===== config.mk =====
export PLATFORM = sky130hd
export DESIGN_NAME = uart_rx_flat
export DESIGN_NICKNAME = d
export VERILOG_FILES = /design/src/rtl/uart_pkg.sv /design/src/rtl/uart_rx_if.sv /design/src/rtl/uart_rx_sync.sv /design/src/rtl/uart_rx.sv /design/src/flat_wrapper.sv
export SDC_FILE = /design/constraint.sdc
export NUM_CORES = 1
export LEC_CHECK = 0
export CAP_MARGIN = 20
export CORE_MARGIN = 1
export CORE_UTILIZATION = 40
export CTS_BUF_LIST = sky130_fd_sc_hd__clkbuf_2 sky130_fd_sc_hd__clkbuf_4 sky130_fd_sc_hd__clkbuf_8
export CTS_CLUSTER_SIZE = 8
export DETAILED_ROUTE_END_ITERATION = 6
export GPL_ROUTABILITY_DRIVEN = 0
export GPL_TIMING_DRIVEN = 1
export PLACE_DENSITY = 0.71
export SYNTH_ARGS = -nofsm -noshare
export SYNTH_HDL_FRONTEND = slang
export SYNTH_SLANG_ARGS = --single-unit

===== constraint.sdc =====
create_clock -name clk -period 1.9 [get_ports clk]
set_input_delay 0.38 -clock clk [delete_from_list [all_inputs] [get_ports clk]]
set_output_delay 0.38 -clock clk [all_outputs]
set_load 0.03 [all_outputs]

===== src/rtl/uart_pkg.sv =====
// rtl/uart_pkg.sv - shared UART divisor default and FSM state encoding
package uart_pkg;

    localparam int BAUD_CNT_MAX_DEF = 10416;

    typedef enum logic [1:0] {
        IDLE  = 2'd0,
        START = 2'd1,
        DATA  = 2'd2,
        STOP  = 2'd3
    } uart_state_e;

endpackage


===== src/rtl/uart_rx_if.sv =====
// rtl/uart_rx_if.sv - serial line in, received byte and status pulses out
interface uart_rx_if;
    import uart_pkg::*;

    logic       rs232_rx;
    logic [7:0] rx_data;
    logic       po_flag;
    logic       frame_err;

    modport master (input rs232_rx, output rx_data, output po_flag, output frame_err);
    modport slave  (output rs232_rx, input rx_data, input po_flag, input frame_err);

endinterface


===== src/rtl/uart_rx_sync.sv =====
// rtl/uart_rx_sync.sv - two-flop synchronizer plus history flop, falling-edge detect
module uart_rx_sync
    import uart_pkg::*;
(
    input  logic clk,
    input  logic rst_n,
    input  logic rs232_rx,
    output logic rx_sync,
    output logic rx_fall
);

    logic sync_meta;
    logic rx_hist;

    // Flops reset high so a line idling high after reset never looks like an edge.
    always_ff @(posedge clk or negedge rst_n) begin
        if (!rst_n) begin
            sync_meta <= 1'b1;
            rx_sync   <= 1'b1;
            rx_hist   <= 1'b1;
        end else begin
            sync_meta <= rs232_rx;
            rx_sync   <= sync_meta;
            rx_hist   <= rx_sync;
        end
    end

    assign rx_fall = rx_hist & ~rx_sync;

endmodule


===== src/rtl/uart_rx.sv =====
// rtl/uart_rx.sv - 8N1 receiver: mid-bit sampling, byte strobe and framing-error pulse
module uart_rx
    import uart_pkg::*;
#(
    parameter int BAUD_CNT_MAX = BAUD_CNT_MAX_DEF,
    parameter int BAUD_CNT_MID = BAUD_CNT_MAX / 2
) (
    input  logic      clk,
    input  logic      rst_n,
    uart_rx_if.master bus
);

    localparam int               CNT_W    = (BAUD_CNT_MAX > 1) ? $clog2(BAUD_CNT_MAX) : 1;
    localparam logic [CNT_W-1:0] CNT_LAST = CNT_W'(BAUD_CNT_MAX - 1);
    localparam logic [CNT_W-1:0] CNT_MID  = CNT_W'(BAUD_CNT_MID);
    localparam logic [CNT_W-1:0] CNT_ONE  = CNT_W'(1);

    uart_state_e      state;
    uart_state_e      state_nxt;
    logic [CNT_W-1:0] baud_cnt;
    logic [2:0]       bit_idx;
    logic [7:0]       shreg;
    logic             rx_sync;
    logic             rx_fall;
    logic             strobe;
    logic             load_byte;
    logic             bad_stop;

    uart_rx_sync u_sync (
        .clk      (clk),
        .rst_n    (rst_n),
        .rs232_rx (bus.rs232_rx),
        .rx_sync  (rx_sync),
        .rx_fall  (rx_fall)
    );

    assign strobe = (state != IDLE) && (baud_cnt == CNT_MID);

    always_ff @(posedge clk or negedge rst_n) begin
        if (!rst_n) begin
            state <= IDLE;
        end else begin
            state <= state_nxt;
        end
    end

    // STOP returns straight to IDLE at the stop-bit strobe, leaving half a bit to catch the next start edge.
    always_comb begin
        state_nxt = state;
        load_byte = 1'b0;
        bad_stop  = 1'b0;
        case (state)
            IDLE: begin
                if (rx_fall) state_nxt = START;
            end
            START: begin
                if (strobe) state_nxt = rx_sync ? IDLE : DATA;
            end
            DATA: begin
                if (strobe && bit_idx == 3'd7) state_nxt = STOP;
            end
            STOP: begin
                if (strobe) begin
                    state_nxt = IDLE;
                    load_byte = rx_sync;
                    bad_stop  = ~rx_sync;
                end
            end
            default: state_nxt = IDLE;
        endcase
    end

    always_ff @(posedge clk or negedge rst_n) begin
        if (!rst_n) begin
            baud_cnt      <= '0;
            bit_idx       <= 3'd0;
            shreg         <= 8'h00;
            bus.rx_data   <= 8'h00;
            bus.po_flag   <= 1'b0;
            bus.frame_err <= 1'b0;
        end else begin
            if (state == IDLE || baud_cnt == CNT_LAST) baud_cnt <= '0;
            else                                       baud_cnt <= baud_cnt + CNT_ONE;

            if (state == START && strobe) begin
                bit_idx <= 3'd0;
            end else if (state == DATA && strobe && bit_idx != 3'd7) begin
                bit_idx <= bit_idx + 3'd1;
            end

            if (state == DATA && strobe) shreg[bit_idx] <= rx_sync;

            if (load_byte) bus.rx_data <= shreg;
            bus.po_flag   <= load_byte;
            bus.frame_err <= bad_stop;
        end
    end

endmodule


===== src/flat_wrapper.sv =====
// flat-port wrapper written by rule: the top's interface ports become plain ports
module uart_rx_flat import uart_pkg::*;
#(
    parameter int BAUD_CNT_MAX = BAUD_CNT_MAX_DEF,
    parameter int BAUD_CNT_MID = BAUD_CNT_MAX / 2
)
  (clk, rst_n, bus_rs232_rx, bus_rx_data, bus_po_flag, bus_frame_err);
  uart_rx_if bus_i ();
  input  logic clk;
  input  logic rst_n;
  input wire logic [$bits(bus_i.rs232_rx)-1:0] bus_rs232_rx;
  output wire logic [$bits(bus_i.rx_data)-1:0] bus_rx_data;
  output wire logic [$bits(bus_i.po_flag)-1:0] bus_po_flag;
  output wire logic [$bits(bus_i.frame_err)-1:0] bus_frame_err;
  assign bus_i.rs232_rx = bus_rs232_rx;
  assign bus_rx_data = bus_i.rx_data;
  assign bus_po_flag = bus_i.po_flag;
  assign bus_frame_err = bus_i.frame_err;
  uart_rx #(.BAUD_CNT_MAX(BAUD_CNT_MAX), .BAUD_CNT_MID(BAUD_CNT_MID)) u_core (.clk(clk), .rst_n(rst_n), .bus(bus_i));
endmodule

---- After elaboration in Yosys (flattened, before gate mapping) ----
Cells that the tools add are included.
storage, ports and cells
  register bits ........................... 40
  bits of input ports ..................... 3
  output and inout bits ................... 10
  logic and storage cells ................. 54
cells by class
  add/sub/neg operators ................... 2
  magnitude comparators ................... 2
  equal/unequal tests ..................... 11
  mux-type cells .......................... 16
  bitwise logic cells ..................... 2
  reduce and logical (&&, ||, !) cells .... 11
operators by type and width
  cell                     count
  $add A14 B1 Y14 const B  1
  $eq A14 B13 Y1 const B   1
  $eq A14 B14 Y1 const B   1
  $mux W14                 1
  $mux W2                  5
  $bwmux W8                1
  $ne A2 B1 Y1 const B     4
  $pmux W2 S4              1
  $logic_and A1 B1 Y1      6
  $mux W3                  2
  $mux W1                  5
  $eq A2 B2 Y1 const B     2
  $lt A3 B4 Y1 const B     1
  $reduce_and A4 Y1        1
  $reduce_bool A2 Y1       2
  $add A3 B1 Y3 const B    1
  $demux W1 S3             1
  $eq A3 B3 Y1 const B     1
  $ge A3 B1 Y1 const B     1
  $ne A3 B3 Y1 const B     1
  $eq A2 B1 Y1 const B     1
  $logic_not A2 Y1         1
  $and A1 B1 Y1            1
  $logic_or A1 B1 Y1       1
  $not A1 Y1               1

---- Logic depth before layout (Yosys ltp) ----
Gate-level depths: netlist (run 1).
  depth after elaboration ................. 6
  gate-level depth with buffers ........... 7
  depth with buffers taken out ............ 6

---- By module ----
From an unflattened synthesis (run 1), not the netlist that was laid out.
unflattened totals
  cells, all modules ...................... 163
  area total of the unflattened synthesis .. 1,898.1 µm²
by module, submodules not included
  module        times used  cells an instance  area an instance (µm²)
  uart_rx       1           159                1,805.5
  uart_rx_sync  1           4                  92.6

---- Worst setup path before layout (run 1) ----
Ideal clock, no wire load.
  kind .................................... reg-to-reg
  start point ............................. register u_core.baud_cnt[7]
  end point ............................... register u_core.bus.rx_data[0]
  data arrival time ....................... 1.907 ns
  required time ........................... 1.775 ns
  slack ................................... -0.132 ns
  cell stages (with the launch flop) ...... 6
  cell sequence ........................... dfrtp_1 or4_4 nor4_4 and4_4 buf_12 mux2_4
on the way
  longest elaborated chain between the ends .. 4
RTL lines
  item                        line              source
  from (decl)                 uart_rx.sv:20     logic [CNT_W-1:0] baud_cnt;
  from (signal assigned)      uart_rx.sv:83     else baud_cnt <= baud_cnt + CNT_ONE;
  $eq A14 B13 Y1              uart_rx.sv:37     assign strobe = (state != IDLE) && (baud_cnt == CNT_MID);
  $logic_and A1 B1 Y1         uart_rx.sv:37
  $mux W1                     uart_rx.sv:63     if (strobe) begin
  $mux W1                     uart_rx.sv:52     case (state)
  named net u_core.load_byte  uart_rx.sv:26     logic load_byte;
  to (signal assigned)        uart_rx.sv:93     if (load_byte) bus.rx_data <= shreg;
  to (decl)                   uart_rx_if.sv:10  modport master (input rs232_rx, output rx_data, output po_flag, output frame_err);
The timed path passes the listed nets, and every way through them passes these cells.
A chain may end at the register's enable or synchronous reset.

---- Worst setup path in the final report (run 1) ----
  start point ............................. register u_core.baud_cnt[7]
  end point ............................... register u_core.bus.rx_data[1]
on the way
  longest elaborated chain between the ends .. 4
RTL lines
  item                 line
  $eq A14 B13 Y1       uart_rx.sv:37
  $logic_and A1 B1 Y1  uart_rx.sv:37
  $mux W1              uart_rx.sv:63
  $mux W1              uart_rx.sv:52
No other way between the ends.

==> run summary, run 1 <==
The run finished, with violations left. The checks that failed: DRC, setup timing. After synthesis the cells add up to 0.001903 mm2.

The share of layout cells above drive strength 1 is 0.2674. The run gives 6423 um as the wire length of the first global-routing pass. At the later pin of the worst-skew pair, clock insertion delay measures 0.29 ns. The cell leakage power was 1.043 nW.

The width of the chip came out at 70.98 um. The detail route stage leaves a number of antenna-violating nets equal to 0. The logs give 4 for the remaining routing DRC violations and 68 for the DRC violation total after the first TritonRoute iteration. The critical path starts at u_core.baud_cnt[7]. The area growth from synthesis to layout is 18.21%. In this run the tool buffered the top-level ports with 12 buffer cells. Number of optimization iterations in the first detailed-route pass: 7.

Setup repair after global routing could not meet its margin everywhere. For the starting density of the core, the log shows 0.4253. The floorplan step defined a die boundary enclosing 0.005037 mm2. The run gives 516.6 MHz as the maximum operating frequency. The number of pins exceeding their max-slew limit in the final report was 0; the number of sinks on the clock net was 40. The final antenna diode count was 0. TritonCTS built the clock tree. The die is 70.98 um tall.

The run gives 0.5028 as the utilization after layout. For the sequential element share of the synthesized area, the log shows 0.5279. Buffers inserted during clock tree synthesis total 5. Leaving out fill and tap cells, the most frequent cell in the layout is dfrtp_1. The number of nets in the final layout was 193; the number of distinct library cells after synthesis was 35. STA puts the critical path data required time at 2.08 ns.

Wires add up to 3674 um. The share of flip-flops with an asynchronous set or reset is 1.000, and the number of max-capacitance violations reported is 0. Counting every net in the synthesized netlist gives 168. The least setup slack across all paths after layout came out at -0.03574 ns. A synthesized cell averages 11.82 um2. The initial antenna violation count was 0.

The area of the core is 0.004474 mm2. The H-tree was split into 2 levels. The final worst clock skew was 0.009894 ns; the number of top-level design ports was 13.

In the routed layout, each cell is associated on average with a via count of 5.397. The via count of the routed design is 1290. The layout has 397 filler cells. After floorplanning, the core was divided into 24 placement rows. Setup violations remaining at the end of the flow were counted as 5.

The path class of the tightest hold or removal check is in2async. The worst-case IR drop observed on VDD is 0.7391 mV. The worst register-to-register path begins at u_core.baud_cnt[7]. The worst setup path is of the reg2reg kind. Along the worst path, the maximum fanout reaches 5. Clock-pin slew was measured on the worst setup and hold paths at 0.08 ns. The tools report the clock root buffer as clkbuf_8.

The portion of the clock cycle consumed by the worst path in the final layout came out at 1.019. Yosys synthesis warning count: 0. The worst setup path is captured at a flop. The placed instances occupy a cell area of 0.002108 mm2.

The relative slew slack was 0.6700; the total of flip-flops plus latches after synthesis was 40. STA puts the critical path data arrival time at 2.12 ns. The most used flip-flop cell after synthesis is dfrtp_1. The largest net degree at the start of global routing came out at 41. At the pin with the least slew margin, the transition time is 0.4950 ns. The run gives 2 as the number of buffers on the longest clock path. The area of all placed cells without fillers is 0.002250 mm2. In the layout the commonest cells are dfrtp_1 (37), nor2_1 (17), clkdlybuf4s50_1 (11), buf_4 (11). Post-synthesis instance total: 161.

Power spread over the standard cell area amounts to 900.9 mW/mm2. The worst setup path is launched from a flop. Dividing the detail-routed wire length by the instance count gives 15.37 um. The global-route total usage across every layer came out at 0.1666. The synthesized design contains 0 enable-type register cells. After layout, the minimum clock period comes to 1.936 ns.

The total overflow left after global routing is 0. The number of global-route vias before repair was 1308; the count of final hold-check violations was 0. The total half-perimeter wirelength after legalization and detailed placement is 2424 um.
[report_power, final]
part           internal, W  leakage [nW]  switching (W)
logic             0.000149         0.458       0.000165
registers         0.000930         0.530      0.0000959
clock network     0.000389        0.0541       0.000298
total              0.00147          1.04       0.000559
[final timing paths]
path / end / slack (ns) / cells past startpoint
worst max-delay path: u_core.bus.rx_data[1] / -0.04 / 4
worst min-delay path: u_core.shreg[6] / 0.14 / 2
worst max register to register: u_core.bus.rx_data[1] / -0.04 / 4
worst min register to register: u_core.u_sync.rx_sync / 0.36 / 0
max in group asynchronous: u_core.u_sync.rx_sync / 1.39 / 2
min in group clk: u_core.u_sync.rx_sync / 0.36 / 0
[synthesized netlist by cell type (all sizes together), types with 2 or more instances]
library cell  count  area share
a21o              3       0.012
a22o              3       0.014
and4              3       0.016
buf               3       0.022
clkbuf            4      0.0079
dfrtp            37        0.49
dfstp             3       0.041
ha                4       0.026
inv               6       0.012
mux2             17        0.12
nand2             9       0.018
nand3             9       0.024
nand4             6       0.020
nor2             17       0.034
nor3              6       0.016
nor3b             4       0.016
nor4              4       0.021
or4               2      0.0099
xnor2             6       0.028
xor2              6       0.028
[critical path: stages, from the launching register on]
cell	delay, ns
dfrtp_1	0.38
or4_4	0.55
nor4_4	0.24
and4_4	0.35
mux2_4	0.31
[area by class of cell]
cell class	count	area (um2)	share of cell area
multi-input cells	109	837.1	0.3721
repair buffers	24	209.0	0.09288
inverters	6	22.52	0.01001
well taps	52	65.06	0.02892
flip-flops and latches	40	1005	0.4466
clock inverters	3	42.54	0.01891
clock buffers	5	68.82	0.03059
[what timing repair did]
item,4_1_cts,5_1_grt
resized for setup,1,3
cloned,1,0
hold buffers,0,0
endpoints found under the setup margin,8,22
pin swaps,1,1
buffers inserted,0,1
[cell families (layout without fill, tap and decap cells)]
logic type	count (synthesis)	after routing	share of synthesized area
AOI/OAI and AO/OA	10	10	0.03945
muxes	17	17	0.1164
DFF	40	40	0.5279
adders and majority gates	4	4	0.02630
buffers and inverters	13	38	0.04207
xor gates and xnor gates	12	12	0.05523
and+or+nand+nor	65	66	0.1926
[through the flow]
stage,setup WS (ns),hold slack [ns],power [W],std cells,TNS [ns]
after floorplan,-0.1322,0.08441,0.001244,161,-1.058
after global placement,0.03514,0.3461,0.001321,229,0
after detailed placement,-0.02505,0.3541,0.001352,229,-0.1612
after CTS,-0.02262,0.1483,0.002043,238,-0.1344
after global routing,-0.1036,0.1858,0.002138,239,-1.182
final,-0.03574,0.1400,0.002027,239,-0.1663
[per-layer routing]
| metal | part of all wire | routed length (um) | global-route usage | vias up |
|---|---|---|---|---|
| met5 | 0 | 0 | 0 | - |
| met4 | 0.012 | 44 | 0.06667 | 0 |
| met3 | 0.025 | 91 | 0.03419 | 4 |
| met2 | 0.53 | 1938 | 0.2949 | 22 |
| met1 | 0.44 | 1600 | 0.1982 | 650 |
| li1 | - | - | - | 614 |
[state kept, by name, indices dropped and copies added, names as in the netlist, named ones only]
register / count
u_core.u_sync.rx_sync: 1
u_core.bus.rx_data: 8
u_core.state: 1
u_core.u_sync.sync_meta: 1
u_core.shreg: 8
u_core.bit_idx: 3
u_core.u_sync.rx_hist: 1
u_core.bus.po_flag: 1
u_core.bus.frame_err: 1
u_core.baud_cnt: 14
(Power assumes the default switching activity.)
==> run 2, diff against run 1 <==
--- a/config.mk
+++ b/config.mk
@@ -13,7 +13,9 @@
 export DETAILED_ROUTE_END_ITERATION = 6
 export GPL_ROUTABILITY_DRIVEN = 0
 export GPL_TIMING_DRIVEN = 1
-export PLACE_DENSITY = 0.71
+export PLACE_DENSITY = 0.69
+export SLEW_MARGIN = 20
 export SYNTH_ARGS = -nofsm -noshare
 export SYNTH_HDL_FRONTEND = slang
+export SYNTH_HIERARCHICAL = 1
 export SYNTH_SLANG_ARGS = --single-unit
==> constraint.sdc (replaced) <==
create_clock -name clk -period 2.3 [get_ports clk]
set_input_delay 0.46 -clock clk [delete_from_list [all_inputs] [get_ports clk]]
set_output_delay 0.46 -clock clk [all_outputs]
set_load 0.03 [all_outputs]
==> run summary, run 2 <==
The run finished with clean final reports. During placement, the flow inserted port buffers numbering 12. The area growth from synthesis to layout is 12.46%.

Each instance of the synthesized netlist takes up on average 11.64 um2. Summed over all cells, the static leakage comes to 0.9696 nW. In the final layout, the registers with the most flip-flops are u_core/baud_cnt: 14 flops, u_core/bus.rx_data: 8 flops, u_core/shreg: 8 flops. The tools report the number of max-capacitance violations reported as 0. For this run, design rule violations remaining after detail routing come to 0.

The post-layout total power was 0.001458 W; the area of the core was 0.004444 mm2. Measured along the x axis, the die boundary spans 70.89 um. Of all nets on the critical path, the largest fanout is 9. The die is 70.89 um tall. By area, the combinational part of the netlist is dominated by simple AND/OR/NAND/NOR gates. The signal on the critical path passes through inv_1 > ha_1 > and4bb_2 > nand4_2 > nor2_4 > mux2_2. The post-detailed-route count of antenna-violating nets is 0, and the biggest cell delay along the critical path is 0.42 ns. After synthesis, the netlist uses 39 different library cells. In this run the deepest clock path goes through 2 buffers. The starting density of the core is 0.4271.

The tools report the relative slew slack as 0.4255. The proportion of netlist area held by the largest area contributor was 0.4878. Counting buffers and inverters, the worst setup path is 6 cells deep. The portion of netlist area occupied by mux cells is 0.1009, and the maximum operating frequency is 540.9 MHz.

The setup check on the worst reg-to-reg path leaves a slack of 0.45 ns. The first element of the critical path was u_core/baud_cnt[0]. Overall routed net length: 3274 um.

The tools report the final worst clock skew as 0.003783 ns. For the number of global-route vias before repair, the log shows 1322. The tools report the sequential element share of the synthesized area as 0.5293. The type of element launching the critical path was a flop. Dividing total power by cell area gives a power density of 683.1 mW/mm2. For the post-CTS setup repair buffer count, the log shows 0.

For the worst ir drop on vdd, the log shows 0.3781 mV. The critical path required time is 2.47 ns, and the final antenna diode count is 0. The first global-routing pass estimated 5837 um of wire. Counting I/O delays and the setup requirement, the final critical path takes 1.849 ns. STA puts the critical path data arrival time at 2.02 ns. Classification of the worst setup path: reg2reg.

Counting flops per register, the top entry is u_core/baud_cnt. The DRC violation total after the first TritonRoute iteration is 81. The run gives 1305 as the via count of the routed design. The area used by multi-input combinational logic was 835.8 um2; the flip-flop count of the largest register, all copies and words added was 14. After clock tree synthesis, the repair step resized 0 gates.

Summed over all nets, the half-perimeter wirelength after detailed placement is 2236 um. The logs give 2 for the H-tree level count and 0.001898 mm2 for the post-synthesis cell area. The number of buffer and inverter stages on the critical path was 1. TritonCTS built the clock tree. Number of pins exceeding their max-slew limit in the final report: 0.

The most used flip-flop cell after synthesis was dfrtp_1. For the final routed database, the setup TNS stands at 0 ns. In this run the worst hold path is classified as in2async. Fill cells in the final layout number 414.

Among all stages on the critical path, the largest delay is contributed by dfrtp_1. Among all cell types in the netlist, the one instantiated most often is dfrtp_1. The portion of the clock cycle consumed by the worst path in the final layout came out at 0.8039. The clock latency at the later pin of the worst-skew pair was 0.29 ns; the via-per-instance ratio was 5.674.

Fraction of the mapped netlist area in simple logic gates: 0.2096. The end of the critical path is u_core/bus.rx_data[6]. Leaving out fill and tap cells, the most frequent cell in the layout is dfrtp_1. Transition time of the tightest slew-check pin: 0.8617 ns.

The cell sitting at the root of the clock tree is a clkbuf_8. dfrtp_1 takes more of the synthesized area than any other cell. The sequential cell area was 0.001005 mm2.

The run gives 0 as the number of setup violations in the final report. The global-route total usage across every layer was 0.1476; the number of optimization iterations in the first detailed-route pass was 7. The post-cts hold buffer count is 0.

The number of synthesized flops with an enable pin works out to 0. The logs give 40 for the number of sinks on the clock net and 0 for the global-route congestion overflow total. The library cells used most frequently in the layout, excluding fill and tap cells, are dfrtp_1 (37), nor2_1 (16), mux2_2 (15), nand3_1 (12), clkdlybuf4s50_1 (11). The number of placed instances, taps included is 222, and the largest net degree at the start of global routing is 41. The share of the synthesized area in compound gates (AO/OA/AOI/OAI) was 0.05735; the post-synthesis share of cell area spent on full adders, half adders and majority gates was 0.02637.

Number of nets in the final layout: 184. The share of flip-flops with an asynchronous set or reset is 1.000. The share of layout cells above drive strength 1 is 0.1910. Clock-pin slew on the worst setup and hold paths: 0.08 ns. STA classifies the critical path endpoint as a flop.

The initial antenna violation count came out at 0. Yosys attributes the largest share of cell area to dfrtp_1 (49%), mux2_2 (8.9%), dfstp_2 (4.2%), xor2_1 (3.2%), nand3_1 (3.2%). TritonCTS created 5 clock buffers. Synthesis inferred 40 register bits. Setup repair after global routing left no endpoint under its margin. After detailed routing, the average wire length per cell comes to 14.23 um. During synthesis, Yosys emitted a total of 6 warnings. By count the netlist is led by dfrtp_1 (37), nor2_1 (16), mux2_2 (15). The endpoint identified for the worst register-to-register timing path is u_core/bus.rx_data[6]. The xor/xnor share of the synthesized area was 0.04614. When the netlist entered floorplanning its net count stood at 170.

The logs give 230 for the count of non-filler cells in the finished layout and 13 for the number of top-level design ports. The tools report the number of rows created at floorplan as 24. The cell family with the largest share of critical-path delay was simple AND/OR/NAND/NOR gates. Synthesis handed over a netlist of 163 instances. The number of cells on the worst reg-to-reg path is 6, and the count of final hold-check violations is 0. The floorplan step defined a die boundary enclosing 0.005025 mm2. The beginning of the worst register-to-register path was u_core/baud_cnt[0].
==> run 2: layer usage <==
layer / share of wire / track usage / up-vias
li1: - / - / 612
met1: 0.42 / 0.1752 / 644
met2: 0.52 / 0.2575 / 41
met3: 0.045 / 0.03419 / 8
met4: 0.013 / 0.06222 / 0
met5: 0 / 0 / -
==> run 2: worst min path at each step <==
stage	from	to	slack [ns]	cells past startpoint
floorplan	rst_n	async pin	0.16	0
global placement	u_core/u_sync/sync_meta	u_core/u_sync/rx_sync	0.35	0
detailed placement	u_core/u_sync/sync_meta	u_core/u_sync/rx_sync	0.35	0
CTS	rst_n	u_core/bus.po_flag	0.30	1
global route	rst_n	u_core/bus.po_flag	0.36	1
finish	rst_n	u_core/bus.po_flag	0.28	1
==> run 2: power breakdown <==
part | switching, W | leakage (nW) | internal (W) | total (W)
registers | 0.0000815 | 0.531 | 0.000766 | 0.000847
clock network | 0.000238 | 0.0479 | 0.000211 | 0.000449
logic | 0.0000882 | 0.391 | 0.0000735 | 0.000162
total | 0.000408 | 0.970 | 0.00105 | 0.00146
==> run 2: layout make-up <==
type / instances / share of cell area
inverter: 5 / 0.008792
timing repair buffer: 13 / 0.05744
tap: 52 / 0.03048
clock buffer: 5 / 0.03224
clock inverter: 3 / 0.008792
sequential: 40 / 0.4707
multi-input combinational: 112 / 0.3916
==> run 2: cells by family (layout without fill, tap and decap cells) <==
family / Yosys count / count (layout)
AND/OR/NAND/NOR: 65 / 65
flip-flops: 40 / 40
multiplexers: 17 / 17
AO/OA/AOI/OAI: 16 / 16
buffers and inverters: 11 / 26
XOR/XNOR: 10 / 10
adder cells (fa/ha/maj): 4 / 4
==> run 2: metrics by stage <==
step,hold slack [ns],setup slack (ns),utilization,area (um2)
after detailed placement,0.3489,0.4564,0.4606,2047
after global routing,0.3552,0.3329,0.4803,2135
after floorplan,0.1644,0.6153,-,1898
after global placement,0.3459,0.5138,0.4606,2047
final,0.2765,0.4511,0.4803,2135
after CTS,0.3049,0.4474,0.4803,2135
